## config.mk

```make
export PLATFORM = sky130hd
export DESIGN_NAME = mul_by_3_recon_flat
export DESIGN_NICKNAME = d
export VERILOG_FILES = /design/src/rtl/div3_pkg.sv /design/src/rtl/mul_by_3_recon_if.sv /design/src/rtl/mul_by_3_recon.sv /design/src/flat_wrapper.sv
export SDC_FILE = /design/constraint.sdc
export NUM_CORES = 1
export LEC_CHECK = 0
export CAP_MARGIN = 20
export CORE_MARGIN = 2
export CORE_UTILIZATION = 35
export DETAILED_ROUTE_END_ITERATION = 10
export PLACE_DENSITY = 0.56
export SYNTH_ARGS = -nofsm -noshare
export SYNTH_HDL_FRONTEND = slang
export SYNTH_SLANG_ARGS = --single-unit
```

## constraint.sdc

```tcl
create_clock -name clk -period 3.7 [get_ports clk]
set_input_delay 1.11 -clock clk [delete_from_list [all_inputs] [get_ports clk]]
set_output_delay 1.11 -clock clk [all_outputs]
set_load 0.01 [all_outputs]
```

## src/rtl/div3_pkg.sv

```systemverilog
// Shared widths, state encoding and counter type for the divide-by-3
// reconstruction path (3*quotient + remainder).
package div3_pkg;

  localparam int Q_W   = 15;
  localparam int R_W   = 2;
  localparam int D_W   = 16;
  localparam int ACC_W = 17;

  typedef enum logic [1:0] {
    IDLE = 2'd0,
    BUSY = 2'd1,
    DONE = 2'd2
  } state_t;

  typedef logic [3:0] cnt_t;

  // Index of the last quotient bit; the add for this bit is the final one.
  localparam cnt_t LAST_CNT = cnt_t'(Q_W - 1);

endpackage

```

## src/rtl/mul_by_3_recon_if.sv

```systemverilog
// Handshake bundle for the reconstruction block: a quotient/remainder pair
// goes in on the valid/ready input side, and the result with its two flags
// comes out on the valid/ready output side.
interface mul_by_3_recon_if;
  import div3_pkg::*;

  logic           in_valid;
  logic           in_ready;
  logic [Q_W-1:0] quotient;
  logic [R_W-1:0] remainder;
  logic           out_valid;
  logic           out_ready;
  logic [D_W-1:0] dout;
  logic           overflow;
  logic           rem_err;

  // Producer of pairs and consumer of results.
  modport master (
    output in_valid, quotient, remainder, out_ready,
    input  in_ready, out_valid, dout, overflow, rem_err
  );

  // The reconstruction block itself.
  modport slave (
    input  in_valid, quotient, remainder, out_ready,
    output in_ready, out_valid, dout, overflow, rem_err
  );

endinterface

```

## src/rtl/mul_by_3_recon.sv

```systemverilog
// Rebuilds dout = 3*quotient + remainder one quotient bit per cycle.
// The remainder seeds the accumulator, then each set quotient bit i adds
// 3<<i. The result is held in DONE until the consumer takes it.
module mul_by_3_recon
  import div3_pkg::*;
(
  input logic              clk,
  input logic              rst_n,
  mul_by_3_recon_if.slave  bus
);

  state_t             state;
  state_t             next_state;
  logic [Q_W-1:0]     q_reg;
  logic [ACC_W-1:0]   acc;
  logic [ACC_W-1:0]   addend;
  cnt_t               cnt;
  logic               rem_err_reg;
  logic               accept;
  logic               last_step;
  logic               result_taken;

  assign accept       = bus.in_valid && (state == IDLE);
  assign last_step    = (state == BUSY) && (cnt == LAST_CNT);
  assign result_taken = (state == DONE) && bus.out_ready;

  // State register; reset drops any in-flight result.
  always_ff @(posedge clk or negedge rst_n) begin
    if (!rst_n) begin
      state <= IDLE;
    end else begin
      state <= next_state;
    end
  end

  // Next-state logic: accept a pair, walk 15 bits, wait for the consumer.
  always_comb begin
    next_state = state;
    case (state)
      IDLE: if (accept)       next_state = BUSY;
      BUSY: if (last_step)    next_state = DONE;
      DONE: if (result_taken) next_state = IDLE;
      default:                next_state = IDLE;
    endcase
  end

  // Partial product for the current bit: 3 shifted to the bit's weight.
  always_comb begin
    addend = '0;
    if (q_reg[cnt]) begin
      addend = ACC_W'(3) << cnt;
    end
  end

  // Datapath: capture the pair on accept, then accumulate one bit per edge.
  always_ff @(posedge clk or negedge rst_n) begin
    if (!rst_n) begin
      q_reg       <= '0;
      acc         <= '0;
      cnt         <= '0;
      rem_err_reg <= 1'b0;
    end else if (accept) begin
      q_reg       <= bus.quotient;
      acc         <= ACC_W'(bus.remainder);
      cnt         <= '0;
      rem_err_reg <= (bus.remainder == R_W'(3));
    end else if (state == BUSY) begin
      acc <= acc + addend;
      cnt <= cnt + cnt_t'(1);
    end
  end

  // Outputs decode from state only, so out_ready never reaches in_ready.
  always_comb begin
    bus.in_ready  = (state == IDLE);
    bus.out_valid = (state == DONE);
    bus.dout      = '0;
    bus.overflow  = 1'b0;
    bus.rem_err   = 1'b0;
    if (state == DONE) begin
      bus.dout     = acc[D_W-1:0];
      bus.overflow = acc[ACC_W-1];
      bus.rem_err  = rem_err_reg;
    end
  end

endmodule

```

## src/flat_wrapper.sv

```systemverilog
// flat-port wrapper written by rule: the top's interface ports become plain ports
module mul_by_3_recon_flat import div3_pkg::*;
  (clk, rst_n, bus_in_valid, bus_quotient, bus_remainder, bus_out_ready, bus_in_ready, bus_out_valid, bus_dout, bus_overflow, bus_rem_err);
  mul_by_3_recon_if bus_i ();
  input logic clk;
  input logic rst_n;
  input wire logic [$bits(bus_i.in_valid)-1:0] bus_in_valid;
  input wire logic [$bits(bus_i.quotient)-1:0] bus_quotient;
  input wire logic [$bits(bus_i.remainder)-1:0] bus_remainder;
  input wire logic [$bits(bus_i.out_ready)-1:0] bus_out_ready;
  output wire logic [$bits(bus_i.in_ready)-1:0] bus_in_ready;
  output wire logic [$bits(bus_i.out_valid)-1:0] bus_out_valid;
  output wire logic [$bits(bus_i.dout)-1:0] bus_dout;
  output wire logic [$bits(bus_i.overflow)-1:0] bus_overflow;
  output wire logic [$bits(bus_i.rem_err)-1:0] bus_rem_err;
  assign bus_i.in_valid = bus_in_valid;
  assign bus_i.quotient = bus_quotient;
  assign bus_i.remainder = bus_remainder;
  assign bus_i.out_ready = bus_out_ready;
  assign bus_in_ready = bus_i.in_ready;
  assign bus_out_valid = bus_i.out_valid;
  assign bus_dout = bus_i.dout;
  assign bus_overflow = bus_i.overflow;
  assign bus_rem_err = bus_i.rem_err;
  mul_by_3_recon u_core (.clk(clk), .rst_n(rst_n), .bus(bus_i));
endmodule
```

==> reports/summary.txt <==
fin crit period: 3.46 ns
Final Hold Vio Count: 0
TNS Setup: 0 ns
syn nets: 316
Non-Filler Instances: 415
CTS Buf Count: 5
Clk pwr share: 0.132
grt total ovfl: 0
worst-skew pair later-pin latency: 0.30 ns
post-synth top area share: 0.373
Slew Limit Fails: 0
largest net degree at the start of global routing: 40
Clock Tree Buf Depth: 2
final WL: 5850 um
Worst Tran Pin Value: 0.877 ns
DR iter-0 viols: 113
EDFF count, synth: 0
Synth Warn #: 0
Hold Crit Class: register to register
mean post-synth cell area: 9.54 um2
Seq/Total Area, Yosys: 0.373
internal power: 1330 uW
Placed Cells: 406
# H-tree levels: 2
GRT Total Usage: 0.152
gp weighted congestion: 0.859
Compound-Gate Fraction of Synth Area: 0.178
family with the most delay on the worst path: compound AO/OA/AOI/OAI gates
Worst Setup Slack post-DPL: 0.188 ns
Top FF cell, synth: dfrtp_1
dpl hpwl: 4360 um
crit end category: register
Initial Util: 0.360
Comb pwr share: 0.537
Layout area overhead: 23.6%
area leader, netlist: dfrtp_1
Adder-Cell Fraction of Synth Area: 0.103
# Max-Cap Violations: 0
Setup-failing EPs final: 0
Pleak: 0.00139 uW
most frequent cells in the layout: clkdlybuf4s50_1 (39), dfrtp_1 (39), nand2_1 (31), and2_1 (20), ha_1 (20)
unrepaired setup endpoints after global routing: false
layout cell share with drive strength beyond 1: 0.101
PortBufs: 40
hold_buf cts: 0
vias in the first global route: 2060
simple logic cell fraction of the synthesized area: 0.157
crit-path max cell delay: 0.42 ns
CTS tree: yes
post-route ant nets: 0
via count: 2074
Core Footprint: 0.00725 mm2
critical-path maximum fanout: 7
cells along the critical path: mux4_2, nand2_1, a21o_1, buf_4, nor3_1, ha_1, a21o_1, a21oi_1, o21ai_1, a221o_1, o31ai_1, xor2_1, o21ai_1
Post-Syn Instances: 274
Critical path buffers and inverters: 1
Post-Synth XOR/XNOR Area: 0.0469
met3 global-route usage: 0.0250
Final Skew: 0.00622 ns
slew margin rel.: 0.415
Die X: 90.4 um
Required @ worst endpoint: 3.86 ns
Mapped Area: 0.00261 mm2
switch share: 0.425
Clock Tree Root: clkbuf_8
n_diodes: 0
antenna violations before repair: 0
grt peak-use layer: met2
period utilization: 0.935
max reg flops: 17
status: finished clean
drt first pass iters: 4
grt met2 use: 0.231
setup ws final: 0.241 ns
CP arrival: 3.62 ns
Yosys cell types: 46
synth top area cells: dfrtp_1 (37%), ha_1 (9.6%), and2_1 (4.8%)
layout net count: 357
maximum vdd drop: 323 uV
FP Rows: 31
Reg clk slew, reported paths: 0.09 ns
I/O pin total: 41
chip height: 90.4 um
asr flop ratio synth: 1.00
Critical Path Start Type: register
crit path max-delay cell type: dfrtp_1
first-pass GRT wire length: 10200 um
met1 Usage GRT: 0.224
Pwr Density: 716 mW/mm2
full die area: 0.00817 mm2
main combinational cell family by area after synthesis: compound AO/OA/AOI/OAI gates
highest clock rate: 289 MHz
Yosys reg bits: 39
vias per cell: 5.00
Reg power frac: 0.331
WS Path Type: register to register
detail-routed net length per standard cell: 14.1 um
mux cell area share after synthesis: 0.102
# DRC: 0
CTS sink cnt: 39
Sw Pwr: 982 uW
-- repair_timing --
| action | CTS | global route |
|---|---|---|
| endpoints found under the setup margin | 0 | 1 |
| buffers inserted | 0 | 0 |
| gates resized for setup | 0 | 1 |
| hold endpoints to repair | 0 | 0 |
-- logic make-up after synthesis --
family,count (synthesis)
compound gates,70
xor+xnor,14
fa+ha+maj,21
buf+inv,23
flops,39
mux,21
simple gates,86
-- layer usage --
metal,vias to the layer above,part of all wire
li1,1060,-
met1,979,0.52
met2,31,0.44
met3,4,0.025
met4,0,0.0097
met5,-,0
-- through the flow --
step / cell area [um2] / util / hold WS [ns] / power, uW
6_report: 3230 / 0.445 / 0.494 / 2310
5_1_grt: 3230 / 0.445 / 0.522 / 2540
3_3_place_gp: 3120 / 0.430 / 0.470 / 1990
4_1_cts: 3210 / 0.443 / 0.495 / 2320
2_1_floorplan: 2610 / - / 0.452 / 1710
3_5_place_dp: 3120 / 0.430 / 0.474 / 2000
-- path summary, 6_finish.rpt --
check	startpoint	to	slack, ns	depth (start not counted)
max	u_core.cnt[1]	u_core.acc[13]	0.24	13
min	u_core.q_reg[11]	u_core.q_reg[11]	0.49	1
max reg2reg	u_core.cnt[1]	u_core.acc[13]	0.24	13
min reg2reg	u_core.q_reg[11]	u_core.q_reg[11]	0.49	1
max in group asynchronous	rst_n	u_core.acc[15]	2.22	1
min in group asynchronous	rst_n	u_core.q_reg[10]	0.92	1
-- power by group through the flow --
stage / Clock [uW] / Sequential (uW) / Combinational [uW]
2_1_floorplan: 0 / 721 / 986
3_3_place_gp: 0 / 776 / 1220
3_5_place_dp: 0 / 776 / 1220
4_1_cts: 315 / 770 / 1230
5_1_grt: 337 / 797 / 1410
6_report: 305 / 765 / 1240
-- final cells by class --
| class | count | area, um2 |
|---|---|---|
| Clock buffer | 5 | 68.8 |
| Multi-Input combinational cell | 212 | 1540 |
| Timing Repair Buffer | 49 | 467 |
| Inverter | 8 | 30.0 |
| Tap cell | 99 | 124 |
| Fill cell | 724 | 4020 |
| Clock inverter | 3 | 23.8 |
| Sequential cell | 39 | 976 |
-- synthesized netlist by cell type, types with 4 or more instances --
master / count
a21o_1: 8
a21oi_1: 10
a31oi_1: 5
and2_1: 20
clkbuf_1: 8
dfrtp_1: 39
ha_1: 20
inv_1: 8
mux2_1: 8
mux2_2: 7
nand2_1: 31
nand3_1: 4
nor2_1: 17
nor3_1: 5
o21ai_0: 7
o21ai_1: 10
o22ai_1: 9
xnor2_1: 5
xor2_1: 9
Note: power is estimated with default switching activity, not from simulation.
